==> config.mk <==
export PLATFORM = sky130hd
export DESIGN_NAME = rc4_decrypt_engine
export DESIGN_NICKNAME = d
export VERILOG_FILES = /design/src/rtl/rc4_decrypt_engine.sv
export SDC_FILE = /design/constraint.sdc
export NUM_CORES = 1
export LEC_CHECK = 0
export ABC_AREA = 1
export CORE_AREA = 2 2 165 167
export DETAILED_ROUTE_END_ITERATION = 12
export DIE_AREA = 0 0 167 169
export PLACE_DENSITY = 0.46
export SLEW_MARGIN = 20
export SYNTH_ARGS = -nofsm -noshare
export SYNTH_HDL_FRONTEND = slang
export SYNTH_SLANG_ARGS = --single-unit
==> constraint.sdc <==
create_clock -name clk -period 4.8 [get_ports clk]
set_input_delay 0.96 -clock clk [delete_from_list [all_inputs] [get_ports clk]]
set_output_delay 0.96 -clock clk [all_outputs]
set_load 0.02 [all_outputs]
==> src/rtl/rc4_decrypt_engine.sv <==
// RC4 decrypt engine: fills S, runs the key schedule, then XORs keystream over MSG_LEN bytes.
// Every memory-facing output is registered; the S RAM is single-port with a 2-cycle read.

module rc4_decrypt_engine #(
    parameter int unsigned  ADDR_W    = 8,
    parameter int unsigned  KEY_BYTES = 3,
    parameter int unsigned  MSG_LEN   = 32,
    parameter bit           CHECK_EN  = 1'b1,
    localparam int unsigned MSG_W     = (MSG_LEN > 1) ? $clog2(MSG_LEN) : 1,
    localparam int unsigned KEY_W     = 8 * KEY_BYTES
) (
    input  logic              clk,
    input  logic              rst_n,
    input  logic              start,
    input  logic [KEY_W-1:0]  key,
    output logic              busy,
    output logic              done,
    output logic              pass,
    output logic [ADDR_W-1:0] s_addr,
    output logic [ADDR_W-1:0] s_wdata,
    output logic              s_wren,
    input  logic [ADDR_W-1:0] s_rdata,
    output logic [MSG_W-1:0]  e_addr,
    input  logic [7:0]        e_rdata,
    output logic [MSG_W-1:0]  d_addr,
    output logic [7:0]        d_wdata,
    output logic              d_wren
);

    localparam int unsigned KI_W = (KEY_BYTES > 1) ? $clog2(KEY_BYTES) : 1;

    typedef enum logic [4:0] {
        StIdle, StInit,
        StKRdI, StKWtI, StKLdI, StKWtJ, StKLdJ, StKWrJ,
        StPRdI, StPWtI, StPLdI, StPWtJ, StPLdJ, StPWrJ, StPRdF, StPWtF, StPLdF,
        StDone
    } state_e;

    state_e            state_q, state_d;
    logic [ADDR_W-1:0] i_q, i_d, j_q, j_d, si_q, si_d, sj_q, sj_d;
    logic [MSG_W-1:0]  k_q, k_d;
    logic [KI_W-1:0]   kidx_q, kidx_d;
    logic [KEY_W-1:0]  key_q, key_d;
    logic [7:0]        e_q, e_d;
    logic              res_q, res_d;
    logic              busy_q, busy_d, done_q, done_d, pass_q, pass_d;
    logic [ADDR_W-1:0] s_addr_q, s_addr_d, s_wdata_q, s_wdata_d;
    logic              s_wren_q, s_wren_d, d_wren_q, d_wren_d;
    logic [MSG_W-1:0]  e_addr_q, e_addr_d, d_addr_q, d_addr_d;
    logic [7:0]        d_wdata_q, d_wdata_d;

    logic [ADDR_W-1:0] kb, i_inc, j_ksa, j_prga, f_addr;
    logic [7:0]        plain;
    logic              plain_ok, i_last, k_last, kidx_last;

    // Key byte (i mod KEY_BYTES), truncated to the low ADDR_W bits.
    always_comb begin
        kb = '0;
        for (int n = 0; n < int'(KEY_BYTES); n++) begin
            if (kidx_q == KI_W'(n)) kb = key_q[KEY_W - 8 - 8 * n +: ADDR_W];
        end
    end

    assign i_inc     = i_q + 1'b1;
    assign j_ksa     = j_q + s_rdata + kb;
    assign j_prga    = j_q + s_rdata;
    assign f_addr    = si_q + sj_q;
    assign plain     = e_q ^ 8'(s_rdata);
    assign plain_ok  = (plain == 8'h20) || (plain >= 8'h61 && plain <= 8'h7A);
    assign i_last    = (i_q == {ADDR_W{1'b1}});
    assign k_last    = (k_q == MSG_W'(MSG_LEN - 1));
    assign kidx_last = (kidx_q == KI_W'(KEY_BYTES - 1));

    always_ff @(posedge clk or negedge rst_n) begin
        if (!rst_n) begin
            state_q   <= StIdle;
            i_q       <= '0;
            j_q       <= '0;
            si_q      <= '0;
            sj_q      <= '0;
            k_q       <= '0;
            kidx_q    <= '0;
            key_q     <= '0;
            e_q       <= '0;
            res_q     <= 1'b0;
            busy_q    <= 1'b0;
            done_q    <= 1'b0;
            pass_q    <= 1'b0;
            s_addr_q  <= '0;
            s_wdata_q <= '0;
            s_wren_q  <= 1'b0;
            e_addr_q  <= '0;
            d_addr_q  <= '0;
            d_wdata_q <= '0;
            d_wren_q  <= 1'b0;
        end else begin
            state_q   <= state_d;
            i_q       <= i_d;
            j_q       <= j_d;
            si_q      <= si_d;
            sj_q      <= sj_d;
            k_q       <= k_d;
            kidx_q    <= kidx_d;
            key_q     <= key_d;
            e_q       <= e_d;
            res_q     <= res_d;
            busy_q    <= busy_d;
            done_q    <= done_d;
            pass_q    <= pass_d;
            s_addr_q  <= s_addr_d;
            s_wdata_q <= s_wdata_d;
            s_wren_q  <= s_wren_d;
            e_addr_q  <= e_addr_d;
            d_addr_q  <= d_addr_d;
            d_wdata_q <= d_wdata_d;
            d_wren_q  <= d_wren_d;
        end
    end

    always_comb begin
        state_d   = state_q;
        i_d       = i_q;
        j_d       = j_q;
        si_d      = si_q;
        sj_d      = sj_q;
        k_d       = k_q;
        kidx_d    = kidx_q;
        key_d     = key_q;
        e_d       = e_q;
        res_d     = res_q;
        busy_d    = busy_q;
        done_d    = 1'b0;
        pass_d    = pass_q;
        s_addr_d  = s_addr_q;
        s_wdata_d = s_wdata_q;
        s_wren_d  = 1'b0;
        e_addr_d  = e_addr_q;
        d_addr_d  = d_addr_q;
        d_wdata_d = d_wdata_q;
        d_wren_d  = 1'b0;

        unique case (state_q)
            StIdle: begin
                if (start) begin
                    state_d = StInit;
                    i_d     = '0;
                    key_d   = key;
                    busy_d  = 1'b1;
                    pass_d  = 1'b0;
                end
            end
            StInit: begin
                s_addr_d  = i_q;
                s_wdata_d = i_q;
                s_wren_d  = 1'b1;
                i_d       = i_inc;
                if (i_last) begin
                    state_d = StKRdI;
                    j_d     = '0;
                    kidx_d  = '0;
                end
            end
            StKRdI: begin
                s_addr_d = i_q;
                state_d  = StKWtI;
            end
            StKWtI: state_d = StKLdI;
            StKLdI: begin
                si_d     = s_rdata;
                j_d      = j_ksa;
                s_addr_d = j_ksa;
                state_d  = StKWtJ;
            end
            StKWtJ: state_d = StKLdJ;
            StKLdJ: begin
                sj_d      = s_rdata;
                s_addr_d  = i_q;
                s_wdata_d = s_rdata;
                s_wren_d  = 1'b1;
                state_d   = StKWrJ;
            end
            StKWrJ: begin
                s_addr_d  = j_q;
                s_wdata_d = si_q;
                s_wren_d  = 1'b1;
                if (i_last) begin
                    state_d = StPRdI;
                    i_d     = '0;
                    j_d     = '0;
                    k_d     = '0;
                end else begin
                    state_d = StKRdI;
                    i_d     = i_inc;
                    kidx_d  = kidx_last ? '0 : kidx_q + 1'b1;
                end
            end
            StPRdI: begin
                i_d      = i_inc;
                s_addr_d = i_inc;
                e_addr_d = k_q;
                state_d  = StPWtI;
            end
            StPWtI: state_d = StPLdI;
            StPLdI: begin
                si_d     = s_rdata;
                j_d      = j_prga;
                s_addr_d = j_prga;
                state_d  = StPWtJ;
            end
            StPWtJ: state_d = StPLdJ;
            StPLdJ: begin
                sj_d      = s_rdata;
                s_addr_d  = i_q;
                s_wdata_d = s_rdata;
                s_wren_d  = 1'b1;
                e_d       = e_rdata;
                state_d   = StPWrJ;
            end
            StPWrJ: begin
                s_addr_d  = j_q;
                s_wdata_d = si_q;
                s_wren_d  = 1'b1;
                state_d   = StPRdF;
            end
            StPRdF: begin
                s_addr_d = f_addr;
                state_d  = StPWtF;
            end
            StPWtF: state_d = StPLdF;
            StPLdF: begin
                d_addr_d  = k_q;
                d_wdata_d = plain;
                d_wren_d  = 1'b1;
                // A failing byte is still written before the run aborts.
                if (CHECK_EN && !plain_ok) begin
                    res_d   = 1'b0;
                    state_d = StDone;
                end else if (k_last) begin
                    res_d   = 1'b1;
                    state_d = StDone;
                end else begin
                    k_d     = k_q + 1'b1;
                    state_d = StPRdI;
                end
            end
            StDone: begin
                done_d  = 1'b1;
                busy_d  = 1'b0;
                pass_d  = res_q;
                state_d = StIdle;
            end
            default: state_d = StIdle;
        endcase
    end

    assign busy    = busy_q;
    assign done    = done_q;
    assign pass    = pass_q;
    assign s_addr  = s_addr_q;
    assign s_wdata = s_wdata_q;
    assign s_wren  = s_wren_q;
    assign e_addr  = e_addr_q;
    assign d_addr  = d_addr_q;
    assign d_wdata = d_wdata_q;
    assign d_wren  = d_wren_q;

endmodule
==> results_dict.tcl <==
set metrics [dict create \
    worstMarginPinSlew_ps 759.4 \
    yosys_warnings 0 \
    min_path_cells 2 \
    hpwl_um 14730 \
    overflow 0 \
    hold_violations 0 \
    core_sq_um 26500 \
    finalSetupViolCount 0 \
    ys_ff_latch 116 \
    path_max_fanout 4 \
    wire_per_inst_um 15.45 \
    power-per-cell-area_nw_per_um2 714.5 \
    reg2reg_from "j_q[0]" \
    final_util_pct 31.38 \
    io_pins 82 \
    routed_wl_um 19340 \
    synth_cell_type_count 43 \
    initial_core_util_pct 24.57 \
    die_y_um 169 \
    grt_antenna_before_repair 0 \
    relSlewSlack_pct 49.25 \
    grt_max_degree 55 \
    fin_skew_ps 8.076 \
    hold_path_end "sj_q[5]" \
    root_buffer "clkbuf_16" \
    post-route-min-period_ps 3556 \
    reg2reg_depth 15 \
    io_buffers 81 \
    placed_cells 1221 \
    layout.cells.non_filler 1252 \
    rsz0062_at_grt "false" \
    cp.arrival_ps 3860 \
    cts_resized 0 \
    slew_viol_final 0 \
    p_total_mw 5.941 \
    first_global_vias 5558 \
    drv_cap 0 \
    syn_nets 878 \
    synthArstFlopShare_pct 100.0 \
    synth-main-ff-cell "dfrtp_1" \
    clkSinkCount 116 \
    status "finished, final reports clean" \
    drt_iter0_drc 325 \
    fillers 2826 \
    routabilityCongestion 0.8572 \
    yosys-top-cells-area "dfrtp_1 45%, nand2_1 15%, inv_1 4.9%" \
    track_usage_pct 14.22 \
    cts_tree "built" \
    clk_pin_slew_ps 60 \
    ir_drop_mv 0.3170 \
    diodes 0 \
    first_pass_iters 5 \
    layout-area-overhead-vs-synth_pct 27.73 \
    critPathCaptureType "flip-flop" \
    synth_top_area_share_pct 44.59 \
    final_net_count 969 \
    rr_endpoint "s_addr[7]" \
    timing.fmax_mhz 281.2 \
    rows 60 \
    netlist_area_sq_um 6510 \
    synth_area_per_cell_sq_um 8.057 \
    r2r_slack_ps 2020 \
    min_from "sj_q[5]" \
    grt_pass1_wl_um 30920 \
    dieArea_sq_um 28220 \
    path_class "in2reg" \
    final_layout_size_suffix_gt1_share_pct 9.989 \
    postSynthCellCount 808 \
    clk_path_buf_depth 2 \
    most-common-layout-cells "255 x nand2_1, 116 x dfrtp_1, 85 x inv_1" \
    cp.required_ps 5110 \
    drc_errors 0 \
    die_x_um 167 \
    leakage_nw 3.899 \
    numCtsBuffers 17 \
    post_cts_buffers 0 \
    vias_per_cell 4.504 \
    fin_crit_sh_pct 74.09 \
    hold_class "reg2reg" \
    startpoint_type "input pin" \
    h-tree-depth 4 \
    tns_ps 0 \
    hold_buffers 0 \
    synth_top_area_cell "dfrtp_1" \
    final_common_cell "nand2_1" \
    seq_area_frac_synth_pct 44.59 \
    clkLatencyLatePin_ps 420 \
    vias 5639 \
    drtAntennaViolNets 0 \
    synth-edff-count 0 \
]
-- registers in the layout (all words and copies together) (netlist names), 8 cells and up --
name     flops
e_q          8
si_q         8
sj_q         8
j_q          8
s_wdata      8
d_wdata      8
key_q       24
i_q          8
s_addr       8
-- routing by layer --
| metal | vias up | global-route usage (%) | wire length, um |
|---|---|---|---|
| li1 | 2831 | - | - |
| met1 | 2660 | 19.71 | 9441 |
| met2 | 125 | 22.20 | 8813 |
| met3 | 23 | 2.969 | 758 |
| met4 | 0 | 4.498 | 329 |
| met5 | - | 0 | 0 |
-- critical path, stage by stage --
cell and delay (ps):
clkdlybuf4s50_1 580, ha_1 200, inv_1 50, fa_1 430, nor3_1 190, nand3b_1 140, xor2_1 230, ha_1 310
a21oi_1 140, o21ai_0 90, a21oi_1 180, inv_1 60, nand3_1 100, nand3_1 80, nand3_1 70, nand2_1 50
-- synth_stat cells (all sizes together) (3+ instances only) --
master and count:
a21oi 31, dfrtp 116, a21o 3, nand4 6, nand3 54, or2 3, inv 92, nor3 5
o221ai 3, o22ai 8, fa 3, a31oi 4, buf 6, ha 24, xnor2 6, nor2 66
xor2 10, clkbuf 6, o211ai 3, mux2 23, a41oi 5, o21ai 55, nand2 264
-- stage by stage --
stage	instance area, sq um	setup slack [ps]	hold slack [ps]
after floorplan	6510	1717	445.9
after global placement	7704	864.1	466.9
after detailed placement	7704	810.1	467.1
after CTS	8315	1251	480.2
after global routing	8315	967.4	504.1
final	8315	1244	476.8
-- worst max path at each step --
stage	start	to	slack, ps	cells past startpoint
after floorplan	s_rdata[0]	s_addr[7]	1720	15
final	s_rdata[0]	s_addr[7]	1240	16
after global routing	s_rdata[0]	s_addr[7]	970	16
after CTS	s_rdata[0]	s_addr[7]	1250	16
after global placement	s_rdata[0]	s_addr[7]	860	16
after detailed placement	s_rdata[0]	s_addr[7]	810	16
-- cell families after synthesis --
kind of cell / synth area share [%]
DFF: 44.59
buffers and inverters: 6.285
AOI/OAI and AO/OA: 10.84
xor gates and xnor gates: 2.153
and+or+nand+nor: 26.62
adders and majority gates: 5.535
muxes: 3.978
-- where the power goes --
group	switching (mW)	leakage (nW)	internal [mW]
Combinational	1.88	2.21	1.15
Clock	0.465	0.295	0.868
Sequential	0.256	1.39	1.32
Total	2.61	3.90	3.33
-- final cells by class --
| class | count | area, sq um | area share [%] |
|---|---|---|---|
| clock inverters | 8 | 123.9 | 1.490 |
| flip-flops and latches | 116 | 2903 | 34.91 |
| clock buffers | 23 | 488.0 | 5.868 |
| repair buffers | 84 | 830.8 | 9.991 |
| inverters | 92 | 345.3 | 4.153 |
| multi-input cells | 588 | 3198 | 38.46 |
| well taps | 341 | 426.7 | 5.131 |
Power figures use the tool's default switching activity.
